## config.mk

```make
export PLATFORM = sky130hd
export DESIGN_NAME = run_control
export DESIGN_NICKNAME = d
export VERILOG_FILES = /design/src/rtl/run_control.sv
export SDC_FILE = /design/constraint.sdc
export NUM_CORES = 1
export LEC_CHECK = 0
export CORE_MARGIN = 1.5
export CORE_UTILIZATION = 45
export CTS_CLUSTER_SIZE = 20
export DETAILED_ROUTE_END_ITERATION = 8
export GPL_TIMING_DRIVEN = 0
export PLACE_DENSITY = 0.72
export SLEW_MARGIN = 20
export SYNTH_ARGS = -nofsm -noshare
export SYNTH_HDL_FRONTEND = slang
export SYNTH_SLANG_ARGS = --single-unit
```

## constraint.sdc

```tcl
create_clock -name clk -period 2.3 [get_ports clk]
set_clock_uncertainty 0.1 [all_clocks]
set_input_delay 0.69 -clock clk [delete_from_list [all_inputs] [get_ports clk]]
set_output_delay 0.69 -clock clk [all_outputs]
set_load 0.02 [all_outputs]
```

## src/rtl/run_control.sv

```systemverilog
// run_control: CPU-side sequencer driven by the board support block.
//
// Turns boot/halt/continue/step/interrupt requests into sequenced control
// for the CADR core: a stretched cpu_reset, PROM mapping, run/halt state,
// single-step pulses and a latched interrupt with acknowledge. This block is
// the only source of cpu_reset and run for the core.
//
// Parameters:
//   BOOT_HOLD  cycles cpu_reset is held in BOOT after an accepted boot edge (1..255)
//   HB_BITS    heartbeat counter width (used only with RUN_HEARTBEAT_EN)
//
// Optional feature macro: RUN_HEARTBEAT_EN
//   defined   : led blinks with a heartbeat counter MSB in RUN, is steady 1 in
//               HALTED and 0 otherwise.
//   undefined : no counter is built and led = run.
//
// Ports:
//   clk           in   system clock, all logic on posedge
//   reset         in   asynchronous active-high reset
//   boot          in   boot request level (rising edge acted on)
//   halt          in   halt request level
//   cont          in   continue request (rising edge acted on)
//   step          in   single-step request (rising edge acted on)
//   interrupt     in   interrupt request (rising edge acted on)
//   irq_ack       in   core acknowledges irq (level)
//   prom_disable  in   core asks to unmap the PROM (level)
//   cpu_reset     out  reset to the core
//   prom_enable   out  PROM mapped at the boot address
//   run           out  core clock-enable / run
//   cpu_step      out  one-cycle step pulse while halted
//   irq           out  latched interrupt to the core
//   halted        out  core stopped by halt
//   booted        out  set once the first boot completes, cleared only by reset
//   state         out  current FSM state (debug)
//   led           out  status LED
//
// Handshake note: all request inputs are levels sampled on clk; boot, cont,
// step and interrupt act on their rising edge only, so a level held high
// produces exactly one request. irq stays high until irq_ack is seen, and a
// new interrupt edge in the same cycle as irq_ack keeps irq set.

module run_control #(
    parameter int BOOT_HOLD = 16,
    parameter int HB_BITS   = 24
) (
    input  logic       clk,
    input  logic       reset,
    input  logic       boot,
    input  logic       halt,
    input  logic       cont,
    input  logic       step,
    input  logic       interrupt,
    input  logic       irq_ack,
    input  logic       prom_disable,
    output logic       cpu_reset,
    output logic       prom_enable,
    output logic       run,
    output logic       cpu_step,
    output logic       irq,
    output logic       halted,
    output logic       booted,
    output logic [2:0] state,
    output logic       led
);

    localparam logic [2:0] ST_RESET  = 3'd0;
    localparam logic [2:0] ST_IDLE   = 3'd1;
    localparam logic [2:0] ST_BOOT   = 3'd2;
    localparam logic [2:0] ST_RUN    = 3'd3;
    localparam logic [2:0] ST_HALTED = 3'd4;

    localparam logic [7:0] HOLD_LAST = 8'(BOOT_HOLD - 1);

    logic       rst_hold_q;
    logic [2:0] state_q, state_d;
    logic [7:0] count_q, count_d;
    logic       prom_q, prom_d;
    logic       step_pulse_q, step_pulse_d;
    logic       irq_q, irq_d;
    logic       booted_q, booted_d;
    logic       boot_q, cont_q, step_q, int_q;
    logic       boot_edge, cont_edge, step_edge, int_edge;
    logic       boot_entry;
    logic       active;

    // Reset-release synchronizer. rst_hold_q is the first stage; the
    // RESET->IDLE transition of state_q acts as the second stage, so the FSM
    // leaves RESET on the 2nd clock edge after reset falls.
    always_ff @(posedge clk or posedge reset) begin
        if (reset) begin
            rst_hold_q <= 1'b1;
        end else begin
            rst_hold_q <= 1'b0;
        end
    end

    // Registered copies for rising-edge detection.
    always_ff @(posedge clk or posedge reset) begin
        if (reset) begin
            boot_q <= 1'b0;
            cont_q <= 1'b0;
            step_q <= 1'b0;
            int_q  <= 1'b0;
        end else begin
            boot_q <= boot;
            cont_q <= cont;
            step_q <= step;
            int_q  <= interrupt;
        end
    end

    assign boot_edge = boot & ~boot_q;
    assign cont_edge = cont & ~cont_q;
    assign step_edge = step & ~step_q;
    assign int_edge  = interrupt & ~int_q;

    assign active = (state_q == ST_RUN) || (state_q == ST_HALTED);

    always_comb begin
        state_d      = state_q;
        count_d      = count_q;
        prom_d       = prom_q;
        step_pulse_d = 1'b0;
        irq_d        = irq_q;
        booted_d     = booted_q;
        boot_entry   = 1'b0;

        case (state_q)
            ST_RESET: begin
                if (!rst_hold_q) begin
                    state_d = ST_IDLE;
                end
            end
            ST_IDLE: begin
                if (boot_edge) begin
                    boot_entry = 1'b1;
                end
            end
            ST_BOOT: begin
                // Boot edges are ignored here; the hold count is never restarted.
                if (count_q == HOLD_LAST) begin
                    state_d  = ST_RUN;
                    booted_d = 1'b1;
                end else begin
                    count_d = count_q + 8'd1;
                end
            end
            ST_RUN: begin
                if (boot_edge) begin
                    boot_entry = 1'b1;
                end else if (halt) begin
                    state_d = ST_HALTED;
                end
            end
            ST_HALTED: begin
                // A continue that is actually taken beats a coincident step.
                if (boot_edge) begin
                    boot_entry = 1'b1;
                end else if (cont_edge && !halt) begin
                    state_d = ST_RUN;
                end else if (step_edge) begin
                    step_pulse_d = 1'b1;
                end
            end
            default: begin
                state_d = ST_IDLE;
            end
        endcase

        if (active && prom_disable) begin
            prom_d = 1'b0;
        end

        // Setting wins over a same-cycle acknowledge.
        if (active && int_edge) begin
            irq_d = 1'b1;
        end else if (irq_ack) begin
            irq_d = 1'b0;
        end

        // Boot entry overrides everything else decided this cycle.
        if (boot_entry) begin
            state_d      = ST_BOOT;
            count_d      = 8'd0;
            prom_d       = 1'b1;
            irq_d        = 1'b0;
            step_pulse_d = 1'b0;
        end
    end

    always_ff @(posedge clk or posedge reset) begin
        if (reset) begin
            state_q      <= ST_RESET;
            count_q      <= 8'd0;
            prom_q       <= 1'b1;
            step_pulse_q <= 1'b0;
            irq_q        <= 1'b0;
            booted_q     <= 1'b0;
        end else begin
            state_q      <= state_d;
            count_q      <= count_d;
            prom_q       <= prom_d;
            step_pulse_q <= step_pulse_d;
            irq_q        <= irq_d;
            booted_q     <= booted_d;
        end
    end

    // Core controls decode straight from the state register so that an
    // asynchronous reset is visible on them immediately.
    assign cpu_reset   = !active;
    assign run         = (state_q == ST_RUN);
    assign halted      = (state_q == ST_HALTED);
    assign prom_enable = prom_q;
    assign cpu_step    = step_pulse_q;
    assign irq         = irq_q;
    assign booted      = booted_q;
    assign state       = state_q;

`ifdef RUN_HEARTBEAT_EN
    logic [HB_BITS-1:0] hb_q, hb_d;

    always_comb begin
        hb_d = hb_q;
        if (boot_entry) begin
            hb_d = '0;
        end else if (state_q == ST_RUN) begin
            hb_d = hb_q + 1'b1;
        end
    end

    always_ff @(posedge clk or posedge reset) begin
        if (reset) begin
            hb_q <= '0;
        end else begin
            hb_q <= hb_d;
        end
    end

    assign led = (state_q == ST_RUN)    ? hb_q[HB_BITS-1] :
                 (state_q == ST_HALTED) ? 1'b1 : 1'b0;
`else
    assign led = run;
`endif

endmodule

```

==> flow_summary.ini <==
[logic_synthesis]
synthArstFlopShare = 1.00
yosysSeqAreaShare = 0.523
syn-num-nets = 99
synth_edf_count = 0
synth_cells = 89
synthTopCellsByArea = dfrtp_1, dfstp_2, nor2_1
post-synth-top-count-cell = dfrtp_1
synth.avg_cell_area_um2 = 10.8
synth_cell_type_count = 40
synth_ff_type = dfrtp_1
netlist_top_cells_count = dfrtp_1, nor2_1, o21ai_0
synth-seq-cells = 20
netlist_area_um2 = 961
synth_top_area_frac = 0.469
ys_warn_count = 0
yosysTopAreaCell = dfrtp_1

[die]
rows = 16
fp.dieW_um = 49.2
ios = 20
coreArea_um2 = 1980
die_y_um = 49.2
start_util = 0.485
die_area_um2 = 2420

[route]
vias = 721
avgViaCountPerCell = 5.15
drt_iter0_drc = 3
drtAntennaViolNets = 0
drc = 0
totalWireLength_um = 1810
dr.pass1.iters = 2
avgRoutedWirePerCell_um = 12.9

[flow_run]
maxCapViolCount = 0

[timing]
hold_viol = 0
max_freq_ghz = 0.446
period_minus_slack_ns = 2.24
tns_ns = 0
slew-limit-headroom = 0.495
setup_violations = 0
finalCritPeriodShare = 0.974
rsz0062_at_grt = true
tightestPinTransition_ns = 0.757
maxSlewViolCount = 0

[worst_setup_path]
crit_path_start_kind = flip-flop
path_buf_inv = 1
path_max_fanout = 2
crit_family = buffers and inverters
crit_path_end_kind = primary output
critical_path_class = flip-flop to primary output
critPathRequiredTime_ns = 1.51
arrival_ns = 1.45
cpMaxStageDelayCell = clkdlybuf4s50_1
cp_cell_sequence = clkdlybuf4s50_1
max_stage_delay_ns = 0.60

[placed_design]
gp_congestion = 0.754
portBuffers = 19
placed_cell_area_um2 = 1180
dp_hpwl_um = 1310

[global_route]
antenna_found_initial = 0
overflow = 0
grt_pass1_wl_um = 3320
grt_max_degree = 21
grt_pass1_vias = 768
grtUsageTotal = 0.180

[clocking]
insertion_delay_ns = 0.30
clock_path_buffers = 2
cts-buffers-inserted = 3
cts_sinks = 20
cts_tree = done
cts_root_buffer = clkbuf_4
holdBufCountCts = 0
path_clk_slew_ns = 0.12
htreeDepth = 1

[layout]
antennaDiodeCount = 0
syn2layout_area_growth_pct = 27.1
nets = 124
drive_gt1_frac = 0.204
fin_area_um2 = 1220
fillers = 168

[power_and_ir_drop]
leakage_nw = 0.538
peakVddDrop_uv = 459
power_density_nw_per_um2 = 802

[run_status]
run_status = finished, final reports clean

[min_path]
min_path_type = flip-flop to flip-flop
[final timing paths]
kind / start / end / slack (ns) / depth (start not counted)
worst max-delay path: prom_enable$_DFFE_PP1P_ / prom_enable / 0.06 / 1
worst min-delay path: booted$_DFFE_PP0P_ / booted$_DFFE_PP0P_ / 0.38 / 1
worst max register to register: count_q[5]$_DFFE_PP0P_ / state[0]$_DFFE_PP0P_ / 0.50 / 5
worst min register to register: booted$_DFFE_PP0P_ / booted$_DFFE_PP0P_ / 0.38 / 1
max in group asynchronous: reset / state[2]$_DFFE_PP0P_ / 0.87 / 2
min in group asynchronous: reset / step_q$_DFF_PP0_ / 0.71 / 2
[logic make-up after synthesis]
kind of cell / count (synthesis) / share of synthesized area
mux: 2 / 0.0208
compound gates: 17 / 0.124
buf+inv: 6 / 0.0325
fa+ha+maj: 1 / 0.0130
xor+xnor: 5 / 0.0456
flops: 20 / 0.523
simple gates: 37 / 0.237
other cells: 1 / 0.00390
[state kept, by name (all words and copies together), names as in the netlist]
signal       flops
rst_hold_q       1
boot_q           1
irq              1
cont_q           1
cpu_step         1
prom_enable      1
booted           1
int_q            1
state            3
step_q           1
count_q          8
[where the power goes]
group | switching [mW] | internal [mW]
clock network | 0.109 | 0.0964
registers | 0.0418 | 0.395
logic | 0.176 | 0.160
[what timing repair did]
| item | CTS | global route |
|---|---|---|
| endpoints found under the hold margin | 0 | 0 |
| setup buffers | 0 | 1 |
| cloned | 0 | 0 |
| pin swaps | 1 | 1 |
| endpoints found under the setup margin | 4 | 3 |
| gates resized for setup | 14 | 2 |
[layer usage]
metal	vias up	track usage	share of wire
li1	356	-	-
met1	349	0.221	0.46
met2	12	0.309	0.50
met3	4	0.0429	0.033
met4	0	0.0571	0.013
met5	-	0	0
[worst register-to-register path, stage by stage (launching register included)]
cell and delay (ns):
dfrtp_1 0.43, nor4_1 0.48, a41o_2 0.31, o21ai_2 0.09, nand3b_1 0.16, a21oi_1 0.16
[cell type report]
cell class	count	area, µm²	area share
multi-input cells	63	433	0.355
well taps	27	33.8	0.0277
inverters	2	7.51	0.00615
repair buffers	20	181	0.149
flip-flops and latches	20	505	0.414
plain buffers	4	23.8	0.0195
clock buffers	4	36.3	0.0297
[cells in the final DEF, fill, tap and decap left out, drive strengths merged, types with 2 or more instances in the layout]
| cell type | instances |
|---|---|
| clkdlybuf4s50 | 15 |
| nor3b | 4 |
| clkbuf | 5 |
| nand2 | 4 |
| buf | 7 |
| mux2i | 2 |
| dfrtp | 18 |
| or3b | 2 |
| xnor2 | 4 |
| dfstp | 2 |
| a21oi | 2 |
| nor2b | 2 |
| and3 | 2 |
| nand3 | 2 |
| nor2 | 12 |
| inv | 2 |
| o21ai | 6 |
| nand3b | 2 |
| a21o | 2 |
[through the flow]
step           hold WS [ns]  setup slack [ns]  power, mW   util  cells
5_1_grt               0.404           -0.0217       1.04  0.616    140
2_1_floorplan         0.386             0.159      0.652      -     89
3_5_place_dp          0.352            -0.173      0.789  0.598    135
3_3_place_gp          0.341            -0.148      0.780  0.598    135
4_1_cts               0.384           0.00792      0.995  0.619    139
6_report              0.381            0.0599      0.979  0.616    140
No activity file was read; power rests on OpenSTA's default activity.
